File: src/rtl/pipe_mem_access_ctrl_if.sv
// Groups the MEM-stage pipeline inputs, data-memory handshake and MEM/WB outputs.
// slave: the access controller. master: the pipeline/memory side that drives it.
// Zero latency (wires only); backpressure is carried by the stall signal.
interface pipe_mem_access_ctrl_if #(
    parameter int DW = 32
);
    logic          mwreg;
    logic          mm2reg;
    logic          mwmem;
    logic [DW-1:0] malu;
    logic [DW-1:0] mb;
    logic [DW-1:0] mem_rdata;
    logic          mem_ack;
    logic          err_clr;
    logic          mem_req;
    logic          mem_we;
    logic [DW-1:0] mem_addr;
    logic [DW-1:0] mem_wdata;
    logic [DW-1:0] mmo;
    logic          stall;
    logic          mwreg_o;
    logic          mm2reg_o;
    logic          bus_err;

    modport slave (
        input  mwreg, mm2reg, mwmem, malu, mb, mem_rdata, mem_ack, err_clr,
        output mem_req, mem_we, mem_addr, mem_wdata, mmo, stall, mwreg_o, mm2reg_o, bus_err
    );

    modport master (
        output mwreg, mm2reg, mwmem, malu, mb, mem_rdata, mem_ack, err_clr,
        input  mem_req, mem_we, mem_addr, mem_wdata, mmo, stall, mwreg_o, mm2reg_o, bus_err
    );
endinterface

File: src/rtl/pipe_mem_access_ctrl.sv
// MEM-stage sequencer: runs one req/ack memory access per load/store, times out after TIMEOUT cycles.
// Latency: ack in the k-th ACCESS cycle stalls the pipeline k+1 cycles; ALU ops pass with no delay.
// Backpressure: stall freezes upstream while an access is in flight; MEM/WB gets bubbles until done.
module pipe_mem_access_ctrl #(
    parameter int DW      = 32,
    parameter int TIMEOUT = 15,
    parameter int CW      = 4
) (
    input  logic                   clk,
    input  logic                   clrn,
    pipe_mem_access_ctrl_if.slave  bus
);

    typedef enum logic [1:0] {
        IDLE   = 2'd0,
        ACCESS = 2'd1,
        DONE   = 2'd2,
        ERR    = 2'd3
    } state_t;

    localparam logic [CW-1:0] CNT_LAST = CW'(TIMEOUT - 1);

    state_t        state_q, state_d;
    logic          mem_req_q, mem_req_d;
    logic          mem_we_q, mem_we_d;
    logic [DW-1:0] mem_addr_q, mem_addr_d;
    logic [DW-1:0] mem_wdata_q, mem_wdata_d;
    logic [DW-1:0] mmo_q, mmo_d;
    logic [CW-1:0] cnt_q, cnt_d;
    logic          bus_err_q, bus_err_d;
    logic          stall_c;
    logic          mwreg_c;
    logic          memop;

    // A load+store combination is treated as a store (mem_we follows mwmem).
    assign memop = bus.mm2reg | bus.mwmem;

    // Next-state, registered memory-bus values and combinational pipeline controls.
    always_comb begin
        state_d     = state_q;
        mem_req_d   = mem_req_q;
        mem_we_d    = mem_we_q;
        mem_addr_d  = mem_addr_q;
        mem_wdata_d = mem_wdata_q;
        mmo_d       = mmo_q;
        cnt_d       = cnt_q;
        bus_err_d   = bus_err_q & ~bus.err_clr;
        stall_c     = 1'b0;
        mwreg_c     = 1'b0;

        case (state_q)
            IDLE: begin
                if (memop) begin
                    stall_c     = 1'b1;
                    mem_addr_d  = bus.malu;
                    mem_wdata_d = bus.mb;
                    mem_we_d    = bus.mwmem;
                    mem_req_d   = 1'b1;
                    cnt_d       = '0;
                    state_d     = ACCESS;
                end else begin
                    mwreg_c     = bus.mwreg;
                end
            end
            ACCESS: begin
                stall_c = 1'b1;
                // Ack is checked first so a completion on the last allowed cycle still succeeds.
                if (bus.mem_ack) begin
                    if (!mem_we_q) begin
                        mmo_d = bus.mem_rdata;
                    end
                    mem_req_d = 1'b0;
                    state_d   = DONE;
                end else if (cnt_q == CNT_LAST) begin
                    mem_req_d = 1'b0;
                    bus_err_d = 1'b1;
                    state_d   = ERR;
                end else begin
                    cnt_d = cnt_q + CW'(1);
                end
            end
            DONE: begin
                mwreg_c = bus.mwreg;
                state_d = IDLE;
            end
            ERR: begin
                state_d = IDLE;
            end
            default: begin
                state_d = IDLE;
            end
        endcase
    end

    // State and registered outputs; async reset aborts any access in flight.
    always_ff @(posedge clk or negedge clrn) begin
        if (!clrn) begin
            state_q     <= IDLE;
            mem_req_q   <= 1'b0;
            mem_we_q    <= 1'b0;
            mem_addr_q  <= '0;
            mem_wdata_q <= '0;
            mmo_q       <= '0;
            cnt_q       <= '0;
            bus_err_q   <= 1'b0;
        end else begin
            state_q     <= state_d;
            mem_req_q   <= mem_req_d;
            mem_we_q    <= mem_we_d;
            mem_addr_q  <= mem_addr_d;
            mem_wdata_q <= mem_wdata_d;
            mmo_q       <= mmo_d;
            cnt_q       <= cnt_d;
            bus_err_q   <= bus_err_d;
        end
    end

    // Pipeline controls are forced low while reset is asserted, independent of inputs.
    assign bus.stall     = clrn & stall_c;
    assign bus.mwreg_o   = clrn & mwreg_c;
    assign bus.mm2reg_o  = bus.mm2reg;
    assign bus.mem_req   = mem_req_q;
    assign bus.mem_we    = mem_we_q;
    assign bus.mem_addr  = mem_addr_q;
    assign bus.mem_wdata = mem_wdata_q;
    assign bus.mmo       = mmo_q;
    assign bus.bus_err   = bus_err_q;

endmodule
File: src/flat_wrapper.sv
// flat-port wrapper written by rule: the top's interface ports become plain ports
module pipe_mem_access_ctrl_flat 
#(
    parameter int DW      = 32,
    parameter int TIMEOUT = 15,
    parameter int CW      = 4
)
  (clk, clrn, bus_mwreg, bus_mm2reg, bus_mwmem, bus_malu, bus_mb, bus_mem_rdata, bus_mem_ack, bus_err_clr, bus_mem_req, bus_mem_we, bus_mem_addr, bus_mem_wdata, bus_mmo, bus_stall, bus_mwreg_o, bus_mm2reg_o, bus_bus_err);
  pipe_mem_access_ctrl_if #(.DW(DW)) bus_i ();
  input  logic clk;
  input  logic clrn;
  input wire logic [$bits(bus_i.mwreg)-1:0] bus_mwreg;
  input wire logic [$bits(bus_i.mm2reg)-1:0] bus_mm2reg;
  input wire logic [$bits(bus_i.mwmem)-1:0] bus_mwmem;
  input wire logic [$bits(bus_i.malu)-1:0] bus_malu;
  input wire logic [$bits(bus_i.mb)-1:0] bus_mb;
  input wire logic [$bits(bus_i.mem_rdata)-1:0] bus_mem_rdata;
  input wire logic [$bits(bus_i.mem_ack)-1:0] bus_mem_ack;
  input wire logic [$bits(bus_i.err_clr)-1:0] bus_err_clr;
  output wire logic [$bits(bus_i.mem_req)-1:0] bus_mem_req;
  output wire logic [$bits(bus_i.mem_we)-1:0] bus_mem_we;
  output wire logic [$bits(bus_i.mem_addr)-1:0] bus_mem_addr;
  output wire logic [$bits(bus_i.mem_wdata)-1:0] bus_mem_wdata;
  output wire logic [$bits(bus_i.mmo)-1:0] bus_mmo;
  output wire logic [$bits(bus_i.stall)-1:0] bus_stall;
  output wire logic [$bits(bus_i.mwreg_o)-1:0] bus_mwreg_o;
  output wire logic [$bits(bus_i.mm2reg_o)-1:0] bus_mm2reg_o;
  output wire logic [$bits(bus_i.bus_err)-1:0] bus_bus_err;
  assign bus_i.mwreg = bus_mwreg;
  assign bus_i.mm2reg = bus_mm2reg;
  assign bus_i.mwmem = bus_mwmem;
  assign bus_i.malu = bus_malu;
  assign bus_i.mb = bus_mb;
  assign bus_i.mem_rdata = bus_mem_rdata;
  assign bus_i.mem_ack = bus_mem_ack;
  assign bus_i.err_clr = bus_err_clr;
  assign bus_mem_req = bus_i.mem_req;
  assign bus_mem_we = bus_i.mem_we;
  assign bus_mem_addr = bus_i.mem_addr;
  assign bus_mem_wdata = bus_i.mem_wdata;
  assign bus_mmo = bus_i.mmo;
  assign bus_stall = bus_i.stall;
  assign bus_mwreg_o = bus_i.mwreg_o;
  assign bus_mm2reg_o = bus_i.mm2reg_o;
  assign bus_bus_err = bus_i.bus_err;
  pipe_mem_access_ctrl #(.DW(DW), .TIMEOUT(TIMEOUT), .CW(CW)) u_core (.clk(clk), .clrn(clrn), .bus(bus_i));
endmodule
File: config.mk
export PLATFORM = sky130hd
export DESIGN_NAME = pipe_mem_access_ctrl_flat
export DESIGN_NICKNAME = d
export VERILOG_FILES = /design/src/rtl/pipe_mem_access_ctrl_if.sv /design/src/rtl/pipe_mem_access_ctrl.sv /design/src/flat_wrapper.sv
export SDC_FILE = /design/constraint.sdc
export NUM_CORES = 1
export LEC_CHECK = 0
export ABC_AREA = 1
export CAP_MARGIN = 20
export CORE_MARGIN = 3
export CORE_UTILIZATION = 44
export DETAILED_ROUTE_END_ITERATION = 16
export MAX_ROUTING_LAYER = met4
export PLACE_DENSITY = 0.82
export SYNTH_ARGS = -nofsm -noshare
export SYNTH_HDL_FRONTEND = slang
export SYNTH_SLANG_ARGS = --single-unit
File: constraint.sdc
create_clock -name clk -period 2.6 [get_ports clk]
set_input_delay 0.26 -clock clk [delete_from_list [all_inputs] [get_ports clk]]
set_output_delay 0.26 -clock clk [all_outputs]
set_load 0.02 [all_outputs]
==> key figures <==
Clock network
  – Reg clk slew, reported paths: ~0.11 ns
  – Sink Count: about 110
  – Clock Path Buffers: 2
  – Worst-skew pair later-pin latency: approximately 0.35 ns
  – Root Buffer: clkbuf_8
  – Post-CTS resize count: 0
  – CTS tree: built
  – CTS buffer count: 9
  – CTS H-tree depth: 3

Finish
  – Cell area after layout: about 0.0066 mm²
  – Fin cells: approximately 800
  – Most frequent cells in the layout: nand2_1, clkdlybuf4s50_1, dfrtp_1
  – ANT cells: 0
  – Fin nets: 770
  – Fraction of layout instances using a drive strength above 1: 0.04179
  – P&R area growth vs syn: 53.52%
  – Most common cell after layout, fill and taps aside: nand2_1

Place
  – Area post-placement: roughly 0.0063 mm²
  – GP Congestion: a little under 0.8
  – Setup slack at placement: 0.2771 ns
  – Port buffer count: approximately 200
  – Placed cells: 782
  – Hpwl dp: roughly 9000 µm

Floorplanning
  – Starting Density: 0.4589
  – Rows: 35
  – Io pins: a little over 200
  – CORE AREA: between 0.009 and 0.01 mm²
  – Full die area: 0.01095 mm²
  – Die width: 104.6 µm
  – DIE HEIGHT: ~100 µm

GRT
  – Global route overflow: 0
  – Vias in the first global route: around 4k
  – Largest net degree at the start of global routing: between 70 and 80
  – First-pass GRT wire length: approximately 20000 µm
  – Initial antenna violation count: 0
  – Global-route usage over all layers: 0.2264

STA
  – Fin. Hold Viols: 0
  – Crit share post-route: 0.8962
  – Max-slew headroom: 0.3099
  – Worst-Margin Slew: 1.033 ns
  – TNS Setup: 0 ns
  – Tmin final: approximately 2.3 ns
  – Final Max Slew Viols: 0
  – Worst setup margin: 0.2698 ns
  – Worst Skew: roughly 0.019 ns
  – Fmax: 0.4291 GHz
  – RSZ-0062 raised after global routing: false
  – Final number of setup-violating endpoints: 0

Setup path
  – Critical path buffer and inverter count: 3
  – Crit path required time: 2.34 ns
  – Worst Setup End Kind: output pin
  – Crit path max-delay family: buffers and inverters
  – Worst r2r path cells: 5
  – Crit path DAT: ~2.1 ns
  – Nature of the critical path startpoint: input port
  – Critical path class: in2out
  – Worst r2r src: u_core.state_q[0]
  – R2r setup slk: roughly 0.91 ns
  – Worst-path maximum fanout: 33
  – CP Cell Sequence: dlygate4sd3_1 -> buf_4 -> nand3_1 -> a21oi_1 -> clkdlybuf4s50_1
  – RR Endpoint: u_core.bus.mmo[11]
  – Crit path largest cell delay: a little over 0.6 ns
  – Crit-path slowest cell: clkdlybuf4s50_1

Pwr
  – Maximum vdd drop: about 0.6 mV
  – Pwr/cell area: 1235 mW/mm²
  – Logic gate share of total power: 0.515
  – Sequential fraction of design power: 0.349
  – Clk pwr share: 0.136
  – Int Power: about 4.8 mW
  – Power, Total: between 8 and 9 mW
  – Sw Pwr: between 3 and 4 mW
  – Switching Share: 0.4106
  – LEAKAGE: between 3 and 4 nW

Yosys
  – Seq cells post-synth: between 100 and 150
  – Syn Std Cell Area: about 0.0043 mm²
  – Yosys cell types: 21
  – Syn Inst Count: ~470
  – Syn Nets: a little under 600
  – Syn_area_per_cell: between 9 and 10 µm²
  – Synth warn: 0
  – Seq/Total Area, Yosys: 0.6139

Flow run
  – Max-cap check violation count: 0

Drt
  – DR pass1 iterations: 4
  – Vias per cell: ~5.0
  – WL/cell: between 15 and 20 µm
  – Total number of vias: between 3k and 4k
  – Initial DRC count: between 200 and 250
  – Post-route DRC: 0
  – Remaining antenna violation count: 0
  – DRT Wirelength: between 10000 and 15000 µm

Hold path
  – HP Class: in2async

Outcome
  – Outcome: finished, final reports clean
==> cell usage after synthesis <==
| library cell | count | area share |
|---|---|---|
| nand2_1 | 208 | 0.18 |
| dfrtp_1 | 105 | 0.61 |
| nand3_1 | 104 | 0.12 |
| buf_2 | 19 | 0.022 |
| buf_6 | 5 | 0.013 |
| inv_1 | 5 | 0.0044 |
| nor2_1 | 5 | 0.0044 |
| buf_4 | 4 | 0.0070 |
| a21oi_1 | 3 | 0.0035 |
| buf_1 | 2 | 0.0018 |
| clkbuf_1 | 2 | 0.0018 |
| ha_1 | 2 | 0.0058 |
| nor2_4 | 2 | 0.0053 |
| a21boi_1 | 1 | 0.0018 |
| inv_2 | 1 | 0.00088 |
| nand2_4 | 1 | 0.0026 |
| nand4_1 | 1 | 0.0015 |
| o21ai_0 | 1 | 0.0012 |
| o22ai_1 | 1 | 0.0015 |
| or2_0 | 1 | 0.0015 |
| xnor2_1 | 1 | 0.0020 |
==> layer usage <==
| layer | vias up | GRT usage | wire (µm) |
|---|---|---|---|
| li1 | 1894 | - | - |
| met1 | 1905 | 0.2895 | 5186 |
| met2 | 157 | 0.3768 | 5933 |
| met3 | 10 | 0.04200 | 808 |
| met4 | 0 | 0.05623 | 130 |
| met5 | - | - | 0 |
==> worst max-delay path by stage <==
stage / from / endpoint / slack, ns / depth (start not counted)
after detailed placement: bus_mwmem / u_core.cnt_q[3] / 0.28 / 7
after CTS: clrn / bus_mwreg_o / 0.23 / 5
after floorplan: bus_mwmem / bus_mwreg_o / 1.17 / 4
after global placement: bus_mwmem / u_core.cnt_q[3] / 0.36 / 7
after global routing: clrn / bus_mwreg_o / 0.15 / 5
final: clrn / bus_mwreg_o / 0.27 / 5
==> layout make-up <==
| cell class | instances | area, µm² |
|---|---|---|
| fillers | 747 | 2756 |
| flip-flops and latches | 105 | 2628 |
| repair buffers | 212 | 2102 |
| multi-input cells | 331 | 1436 |
| well taps | 129 | 161.4 |
| clock buffers | 12 | 145.1 |
| clock inverters | 4 | 76.32 |
| inverters | 6 | 22.52 |
==> flip-flops by register name, summed over array words and instances, names as in the netlist <==
| signal | count |
|---|---|
| u_core.bus.mem_addr | 32 |
| u_core.bus.mem_req | 1 |
| u_core.bus.bus_err | 1 |
| u_core.cnt_q | 4 |
| u_core.bus.mmo | 32 |
| u_core.bus.mem_wdata | 32 |
| u_core.state_q | 2 |
| u_core.bus.mem_we | 1 |
==> stage by stage <==
step | hold slack, ns | util
floorplan | -0.03559 | -
global route | 0.4093 | 0.7045
global placement | 0.2243 | 0.6797
detailed placement | 0.2366 | 0.6797
finish | 0.3882 | 0.7045
CTS | 0.3931 | 0.7045
==> worst register-to-register path: stages, from the launching register on <==
cell and delay, ns:
dfrtp_1 0.44, inv_2 0.08, nor2_4 0.09, nand2_1 0.61, nand2_1 0.27, nand2_1 0.08
==> timing repair <==
item / 4_1_cts / 5_1_grt
buffers inserted: 0 / 0
hold buffers: 1 / 0
endpoints found under the hold margin: 29 / 0
==> cell families after synthesis <==
| kind of cell | share of synthesized area |
|---|---|
| and+or+nand+nor | 0.3192 |
| xor gates and xnor gates | 0.002047 |
| buffers and inverters | 0.05115 |
| AOI/OAI and AO/OA | 0.007892 |
| adders and majority gates | 0.005845 |
| DFF | 0.6139 |
==> power groups by stage <==
stage	logic, mW	clock network (mW)	registers (mW)
3_5_place_dp	4.22	0	2.85
6_report	4.18	1.10	2.83
4_1_cts	4.23	1.14	2.83
5_1_grt	4.51	1.21	2.93
2_1_floorplan	1.33	0	3.71
3_3_place_gp	4.13	0	2.82
Note: power is estimated with default switching activity, not from simulation.
